[config.mk]
export PLATFORM = sky130hd
export DESIGN_NAME = bus_arb_mux
export DESIGN_NICKNAME = d
export VERILOG_FILES = /design/src/rtl/bus_arb_mux.sv
export SDC_FILE = /design/constraint.sdc
export NUM_CORES = 1
export LEC_CHECK = 0
export BUFFER_PORTS_ARGS = -buffer_cell sky130_fd_sc_hd__buf_2
export CORE_ASPECT_RATIO = 0.8
export CORE_MARGIN = 3
export CORE_UTILIZATION = 42
export CTS_BUF_LIST = sky130_fd_sc_hd__clkbuf_4
export DETAILED_ROUTE_END_ITERATION = 8
export PLACE_DENSITY = 0.84
export RECOVER_POWER = 25
export SYNTH_ARGS = -nofsm -noshare
export SYNTH_HDL_FRONTEND = slang
export SYNTH_SLANG_ARGS = --single-unit
[constraint.sdc]
create_clock -name Clock -period 3.72 [get_ports Clock]
set_input_delay 0.744 -clock Clock [delete_from_list [all_inputs] [get_ports Clock]]
set_output_delay 0.744 -clock Clock [all_outputs]
set_load 0.01 [all_outputs]
[src/rtl/bus_arb_mux.sv]
// bus_arb_mux: round-robin arbitrated, registered N-source bus mux with a forced-select mode
module bus_arb_mux #(
  parameter int WIDTH   = 16,
  parameter int NUM_SRC = 4,
  parameter int SEL_W   = 2
) (
  input  logic                     Clock,
  input  logic                     Reset,
  input  logic                     ForceEn,
  input  logic [SEL_W-1:0]         ForceSel,
  input  logic [NUM_SRC-1:0]       ReqIn,
  input  logic [NUM_SRC-1:0]       LastIn,
  input  logic [NUM_SRC*WIDTH-1:0] DataIn,
  output logic [NUM_SRC-1:0]       AckOut,
  output logic [WIDTH-1:0]         BusData,
  output logic                     BusValid,
  input  logic                     BusReady,
  output logic [SEL_W-1:0]         Owner,
  output logic                     Busy
);
  typedef enum logic {IDLE, OWN} stateT;
  stateT state, nextState;
  logic [SEL_W-1:0] ptr, grantIdx, idx;
  logic grant, capture;
  assign Busy = state == OWN;
  // Arbitration in IDLE, capture/handshake in OWN; the smallest rotation offset wins the search
  always_comb begin
    grant = 1'b0;
    grantIdx = '0;
    idx = '0;
    if (ForceEn) begin
      grant = int'(ForceSel) < NUM_SRC && ReqIn[ForceSel];
      grantIdx = ForceSel;
    end else
      for (int k = NUM_SRC; k >= 1; k--) begin
        idx = SEL_W'((int'(ptr) + k) % NUM_SRC);
        if (ReqIn[idx]) begin
          grant = 1'b1;
          grantIdx = idx;
        end
      end
    if (state != IDLE) grant = 1'b0;
    capture = state == OWN && ReqIn[Owner] && (!BusValid || BusReady);
    nextState = state == IDLE ? (grant ? OWN : IDLE) : (capture && LastIn[Owner] ? IDLE : OWN);
    AckOut = capture ? NUM_SRC'(1) << Owner : '0;
  end
  // State, ownership, round-robin pointer and the output register with its valid flag
  always_ff @(posedge Clock) begin
    if (Reset) begin
      state <= IDLE;
      Owner <= '0;
      ptr <= SEL_W'(NUM_SRC - 1);
      BusData <= '0;
      BusValid <= 1'b0;
    end else begin
      state <= nextState;
      if (grant) Owner <= grantIdx;
      if (capture && LastIn[Owner]) ptr <= Owner;
      if (capture) BusData <= DataIn[Owner*WIDTH +: WIDTH];
      BusValid <= capture || (BusValid && !BusReady);
    end
  end
endmodule

## Yosys cells after proc, flatten, opt, wreduce, memory -nomap -nowiden

Cells that the tools add are included.

- ROM bits: 0
- Memories: 0
- Register bits: 22
- Logic and storage cells: 54
- Output and inout bits: 24
- RAM bits: 0
- Bits of input ports: 78
- Latch bits: 0

- Bitwise gates (word level): 0
- Multiply operators: 0
- Mux-type cells: 29
- Div/mod/pow operators: 0
- Eq/ne operators: 0
- Order comparisons: 6
- Shift operators: 2
- Add/subtract/negate cells: 4
- Reduce and logical (&&, ||, !) cells: 8

Operators by type and width:

| kind | count |
|---|---|
| $shiftx 64x7->16 | 1 |
| $lt 2x3->1 const B | 6 |
| $mux 1 | 16 |
| $bmux 1 s2 | 7 |
| $mux 2 | 5 |
| $add 2x1->2 const B | 2 |
| $add 2x2->2 const B | 2 |
| $logic_and 1x1->1 | 4 |
| $mux 4 | 1 |
| $shl 1x2->4 const A | 1 |
| $logic_not 1->1 | 2 |
| $logic_or 1x1->1 | 2 |

## Logic depth before layout (Yosys ltp)

Gate-level depths: netlist of run 1.

- Word-level depth: 11
- Mapped depth: 7
- Mapped depth without buffers: 5

## Worst setup path before layout of run 1

OpenSTA, ideal clock, no wires.

- Kind: input -> output
- From: in ReqIn[1]
- To: out AckOut[2]
- Setup slack: 1,307 ps
- Cell stages on the path: 4
- Buffers on the path: 1
- Arrival time: 1,669 ps
- Data required time: 2,976 ps
- Path through: mux4_2 -> nand3_2 -> buf_4 -> nor3b_1

- Longest elaborated chain between the ends: 5

Ends and longest elaborated chain:

| item | line | source |
|---|---|---|
| from (decl) | 11 | `input logic [NUM_SRC-1:0] ReqIn,` |
| $bmux 1 s2 | 43 | `capture = state == OWN && ReqIn[Owner] && (!BusValid \|\| BusReady);` |
| $mux 1 (not written as such) | 43 |  |
| $logic_and 1x1->1 (2 in series) | 43 |  |
| $mux 4 | 45 | `AckOut = capture ? NUM_SRC'(1) << Owner : '0;` |
| to (decl) | 14 | `output logic [NUM_SRC-1:0] AckOut,` |

No other way between the ends. The select of a mux whose other input is x is not followed.

## Worst setup path after layout of run 1

Same ends and word-level chain as after synthesis.

==> flow_summary_export.csv, run 1 <==
group,metric,value,unit
sta,final.min_clock_period,2.862,ns
setup_path,rrSetupSlack,1.70,ns
clocking,cts_tree,"done",
detailed_routing,dr.pass1.iters,4,
synthesis,syn_inst,147,
clocking,clock-sinks,22,
grt,grt_overflow,0,
floorplan,pin_count,102,
power_and_ir_drop,seqPwrFrac,46.2,%
sta,tns,0,ns
power_and_ir_drop,comb_power_share,36.4,%
setup_path,crit_arrival,2.12,ns
sta,postLayoutSetupSlackWorst,0.8581,ns
cells_and_area,post-route-util,60.79,%
run_status,status,"finished clean",
grt,antenna_found_initial,0,
power_and_ir_drop,cellPowerDensity,302.2,mW/mm^2
synthesis,ys.flop_type,"dfxtp_1",
floorplan,die_w,70.73,um
setup_path,r2r-end,"ptr[0]$_SDFFE_PP1N_",
floorplan,die_y,57.78,um
run,cap_violations,0,
cells_and_area,regArea,440.4,sq um
hold_path,hold_depth,2,
cells_and_area,instances_no_fill,282,
detailed_routing,drc,0,
hold_path,hold_end,"BusData[10]$_SDFFE_PP0P_",
sta,slew_headroom,49.41,%
setup_path,cp-end-kind,"output pin",
synthesis,yosysTopAreaCell,"dfxtp_1",
synthesis,synth_cell_type_count,24,
power_and_ir_drop,pwr-share-clk,17.4,%
grt,grt_pass1_vias,1444,
floorplan,rows,18,
synthesis,synthArstFlopShare,0,%
cells_and_area,drive_gt1_share,49.17,%
setup_path,r2r_cells,6,
hold_path,hold_path.class,"reg2reg",
floorplan,initial_utilization,44.64,%
cells_and_area,diodes,0,
sta,worstMarginPinSlew,0.7589,ns
sta,rsz0062_at_grt,"false",
synthesis,yosysWarnings,0,
synthesis,synth_most_common_cell,"nand2_1",
synthesis,synth-seq-area-share,31.29,%
floorplan,core,0.003153,sq mm
cells_and_area,multi_input_area,889.6,sq um
cells_and_area,area_growth,36.18,%
setup_path,r2r_start,"Owner[1]$_SDFFE_PP0P_",
setup_path,criticalPathCategory,"in2out",
synthesis,synthTopCellsByCount,"nand2_1, a21oi_1, dfxtp_1",
setup_path,worstPathCellList,"clkbuf_1 -> mux4_2 -> nand3_2 -> nor3b_1 -> buf_2",
floorplan,dieArea,0.004086,sq mm
place,dpl_cell_area,0.001908,sq mm
sta,hold_viol,0,
synthesis,synth_edf_count,0,
detailed_routing,vias,1472,
detailed_routing,postRouteAntennaNets,0,
synthesis,avgSynthCellArea,9.576,sq um
synthesis,ys_seq_elements,22,
place,gp_congestion,0.8192,
clocking,clkLatencyLatePin,0.29,ns
place,dp_cells,279,
setup_path,cp_max_fo,18,
clocking,max-clock-path-buffers,2,
power_and_ir_drop,p_leak,0.8383,nW
cells_and_area,fin_nets,322,
sta,clock_skew,0.004144,ns
power_and_ir_drop,swShare,30.73,%
clocking,cts_hold_buffers,0,
place,pre_cts_ws,0.9940,ns
grt,track_usage,19.29,%
power_and_ir_drop,p_sw,178.1,uW
power_and_ir_drop,vdd.ir_drop.worst,0.2168,mV
clocking,cts_resized,0,
setup_path,critPathMaxStageDelay,0.34,ns
clocking,post-cts-setup-buffers,0,
sta,timing.hold.ws,0.4628,ns
grt,grt_max_degree,26,
clocking,clockRootBuffer,"clkbuf_4",
power_and_ir_drop,finalPower,579.4,uW
detailed_routing,wl,3872,um
synthesis,synth_fp_nets,225,
grt,grt_pass1_wl,6327,um
setup_path,worstPathRequired,2.98,ns
place,place_hpwl,3046,um
sta,fmax,349.4,MHz
sta,slew_viol_final,0,
detailed_routing,vias_per_cell,5.220,
hold_path,hp-start,"BusData[10]$_SDFFE_PP0P_",
sta,setup_viol,0,
place,io_buffers,101,
synthesis,synth_top_area_share,31.29,%
setup_path,cp_slowest_cell,"mux4_2",
synthesis,yosys-top-cells-area,"dfxtp_1, mux4_2, nand2_1",
power_and_ir_drop,p_int,401.3,uW
detailed_routing,avgRoutedWirePerCell,13.73,um
setup_path,worst_setup_path_start_kind,"primary input",
detailed_routing,drt_iter0_markers,45,
synthesis,synthesis.area,0.001408,sq mm
cells_and_area,fill_cells,304,
clocking,h-tree-depth,1,
cells_and_area,final_area,0.001917,sq mm
clocking,cts_made_buffers,3,
sta,period_share,76.93,%
clocking,clk_pin_slew,0.10,ns
-- logic make-up after synthesis --
logic type | count (synthesis) | share of synthesized area (%)
compound gates | 32 | 12.71
flops | 22 | 31.29
mux | 20 | 31.20
simple gates | 60 | 19.29
buf+inv | 13 | 5.512
-- cells in the final DEF (no fill, tap or decap), drive strengths merged --
master | synthesis | layout
a21oi | 26 | 26
a311oi | 1 | 1
inv | 2 | 2
nand3 | 3 | 3
nand2b | 3 | 3
nor3b | 2 | 2
nor2 | 9 | 9
buf | 6 | 92
a21o | 1 | 1
o41ai | 1 | 1
dfxtp | 22 | 22
nand2 | 39 | 39
mux4 | 19 | 19
o21ai | 2 | 2
nor3 | 3 | 3
mux2 | 1 | 1
and3 | 1 | 1
o22ai | 1 | 1
clkbuf | 5 | 14
-- layer usage --
metal	wire (um)	track usage [%]
met5	0	0
met4	13	2.681
met3	481	6.932
met2	1866	35.01
met1	1511	22.56
-- state kept, by name (all words and copies together) (netlist names) --
name,cells
BusValid,1
Owner,2
Busy,1
ptr,2
BusData,16
-- how the worst max path moves through the flow --
| stage | startpoint | endpoint | slack [ns] | cells past startpoint |
|---|---|---|---|---|
| 6_report | ReqIn[1] | AckOut[2] | 0.86 | 5 |
| 5_1_grt | ReqIn[1] | AckOut[2] | 0.65 | 5 |
| 4_1_cts | Owner[1]$_SDFFE_PP0P_ | AckOut[2] | 0.97 | 5 |
| 3_5_place_dp | ReqIn[1] | AckOut[2] | 0.99 | 5 |
| 3_3_place_gp | ReqIn[1] | AckOut[2] | 1.04 | 5 |
| 2_1_floorplan | ReqIn[1] | AckOut[2] | 1.31 | 4 |
-- cell type report --
class | count | area share, %
multi-input combinational | 112 | 46.41
timing repair buffer | 103 | 26.44
sequential | 22 | 22.98
tap | 40 | 2.611
clock buffer | 3 | 1.175
inverter | 2 | 0.3916
-- critical path, delay by kind of cell --
kind          cells  cell delay, ns
buf+inv           2            0.44
simple gates      2            0.59
mux               1            0.34
-- power groups by stage --
stage                     clock, mW  sequential, mW  combinational (mW)
after floorplan                   0           0.279               0.133
after global placement            0           0.272               0.212
after CTS                     0.107           0.267               0.216
final                         0.101           0.268               0.211
after detailed placement          0           0.273               0.216
after global routing          0.119           0.270               0.235
(Power assumes the default switching activity.)
==> run 2, diff against run 1 <==
clock period = 2.9 ns   (was 3.72 ns; I/O delays follow)
==> run 2 against run 1 <==
Effect of this change: via count up 0.48%; design area up 0.26%; flip-flop and latch count unchanged; setup slack worse by 0.36 ns; global-route usage down 1.1 points; sequential power up 28%; count of clock-buffer cells in the layout unchanged; critical endpoint unchanged; highest routed layer unchanged.
==> flow_summary_export.csv, run 2 (synthesis gave the netlist of run 1 again) <==
group,metric,value,unit
cells_and_area,regMostFlops,"BusData",
detailed_routing,wl,3878,um
sta,postLayoutSetupSlackWorst,0.5031,ns
cells_and_area,fin_nets,322,
cells_and_area,reg_top3,"BusData (16), Owner (2), ptr (2)",
floorplan,die_w,70.73,um
sta,tns,0,ns
floorplan,dieArea,0.004086,sq mm
floorplan,rows,18,
cells_and_area,layout_commonest_cell,"buf_2",
floorplan,pin_count,102,
grt,grt_pass1_vias,1314,
detailed_routing,vias_per_cell,5.226,
setup_path,r2r_cells,5,
setup_path,r2r-end,"ptr[1]$_SDFFE_PP1N_",
run,cap_violations,0,
grt,grtUsageMet2,30.78,%
setup_path,worst_setup_path_start_kind,"primary input",
clocking,h-tree-depth,1,
power_and_ir_drop,vdd.ir_drop.worst,0.1881,mV
sta,timing.hold.ws,0.4623,ns
power_and_ir_drop,comb_power_share,36.0,%
cells_and_area,most-common-layout-cells,"buf_2, nand2_1, a21oi_1, dfxtp_1, mux4_2",
place,place_hpwl,2983,um
sta,slew_viol_final,0,
sta,fmax,417.2,MHz
power_and_ir_drop,cellPowerDensity,390.4,mW/mm^2
cells_and_area,area_growth,36.53,%
power_and_ir_drop,seqPwrFrac,45.8,%
power_and_ir_drop,p_sw,233.7,uW
setup_path,worstPathRequired,2.32,ns
setup_path,crit_arrival,1.82,ns
clocking,cts_made_buffers,3,
clocking,clockRootBuffer,"clkbuf_4",
floorplan,core,0.003153,sq mm
power_and_ir_drop,p_int,516.6,uW
detailed_routing,postRouteAntennaNets,0,
grt,grt_pass1_wl,5975,um
sta,hold_viol,0,
setup_path,criticalPathCategory,"in2out",
place,dp_cells,279,
grt,track_usage,18.18,%
sta,setup_viol,0,
place,gp_congestion,0.8467,
power_and_ir_drop,p_leak,0.8425,nW
clocking,clkLatencyLatePin,0.29,ns
place,pre_cts_ws,0.4960,ns
cells_and_area,instances_no_fill,283,
grt,antenna_found_initial,0,
grt,use_met1,23.79,%
power_and_ir_drop,finalPower,750.3,uW
setup_path,rrSetupSlack,1.07,ns
detailed_routing,avgRoutedWirePerCell,13.70,um
clocking,cts_tree,"done",
detailed_routing,drc,0,
clocking,max-clock-path-buffers,2,
sta,final.min_clock_period,2.397,ns
sta,clock_skew,0.001693,ns
setup_path,cp_max_fo,18,
place,io_buffers,101,
clocking,clk_pin_slew,0.11,ns
grt,grt_max_degree,25,
clocking,post-cts-setup-buffers,0,
sta,rsz0062_at_grt,"false",
sta,worstMarginPinSlew,0.7641,ns
detailed_routing,vias,1479,
clocking,cts_resized,0,
grt,grt_overflow,0,
power_and_ir_drop,pwr-share-clk,18.2,%
floorplan,initial_utilization,44.64,%
sta,period_share,82.65,%
hold_path,hold_path.class,"reg2reg",
detailed_routing,drt_iter0_markers,26,
setup_path,r2r_start,"Owner[0]$_SDFFE_PP0P_",
setup_path,cp-end-kind,"output pin",
setup_path,crit_start,"ReqIn[1]",
run_status,status,"finished clean",
floorplan,die_y,57.78,um
grt,grt_use_met3,6.066,%
grt,busiest_layer,"met2",
setup_path,crit_path_end,"AckOut[2]",
cells_and_area,diodes,0,
power_and_ir_drop,swShare,31.15,%
detailed_routing,dr.pass1.iters,4,
clocking,cts_hold_buffers,0,
sta,slew_headroom,49.06,%
clocking,clock-sinks,22,
cells_and_area,drive_gt1_share,49.38,%
cells_and_area,largest_reg_flops,16,
run 2: worst min-delay path by stage:
stage	depth (start not counted)	from	slack [ns]	to
4_1_cts	2	BusData[3]$_SDFFE_PP0P_	0.46	BusData[3]$_SDFFE_PP0P_
6_report	2	BusData[5]$_SDFFE_PP0P_	0.46	BusData[5]$_SDFFE_PP0P_
2_1_floorplan	2	BusData[0]$_SDFFE_PP0P_	0.48	BusData[0]$_SDFFE_PP0P_
3_3_place_gp	2	BusData[6]$_SDFFE_PP0P_	0.44	BusData[6]$_SDFFE_PP0P_
5_1_grt	2	BusData[1]$_SDFFE_PP0P_	0.49	BusData[1]$_SDFFE_PP0P_
3_5_place_dp	2	BusData[3]$_SDFFE_PP0P_	0.44	BusData[3]$_SDFFE_PP0P_
run 2: power groups by stage:
stage	combinational [mW]	sequential, mW	clock, mW
floorplan	0.171	0.358	0
global placement	0.270	0.349	0
detailed placement	0.275	0.350	0
CTS	0.277	0.343	0.147
global route	0.299	0.347	0.157
finish	0.270	0.344	0.136
run 2: per-layer routing:
| metal | vias up | share of wire, % |
|---|---|---|
| met4 | 0 | 0.34 |
| met3 | 2 | 10 |
| met1 | 683 | 45 |
| met2 | 68 | 45 |
| met5 | - | 0 |
| li1 | 726 | - |
run 2: cell type report:
type	instances	area (sq um)
fillers	289	1231
multi-input cells	112	889.6
repair buffers	103	508.0
flip-flops and latches	22	440.4
well taps	40	50.05
clock buffers	3	22.52
inverters	2	7.507
clock inverters	1	3.754
run 2: per-stage QoR:
stage | util (%) | area [sq um]
final | 60.95 | 1922
after global routing | 60.95 | 1922
after CTS | 61.35 | 1934
after detailed placement | 60.52 | 1908
after global placement | 60.52 | 1908
after floorplan | - | 1408
run 2: critical path, stage by stage:
cell     delay (ns)
buf_2          0.17
mux4_2         0.31
nand3_2        0.32
nor3b_1        0.28
buf_2          0.16
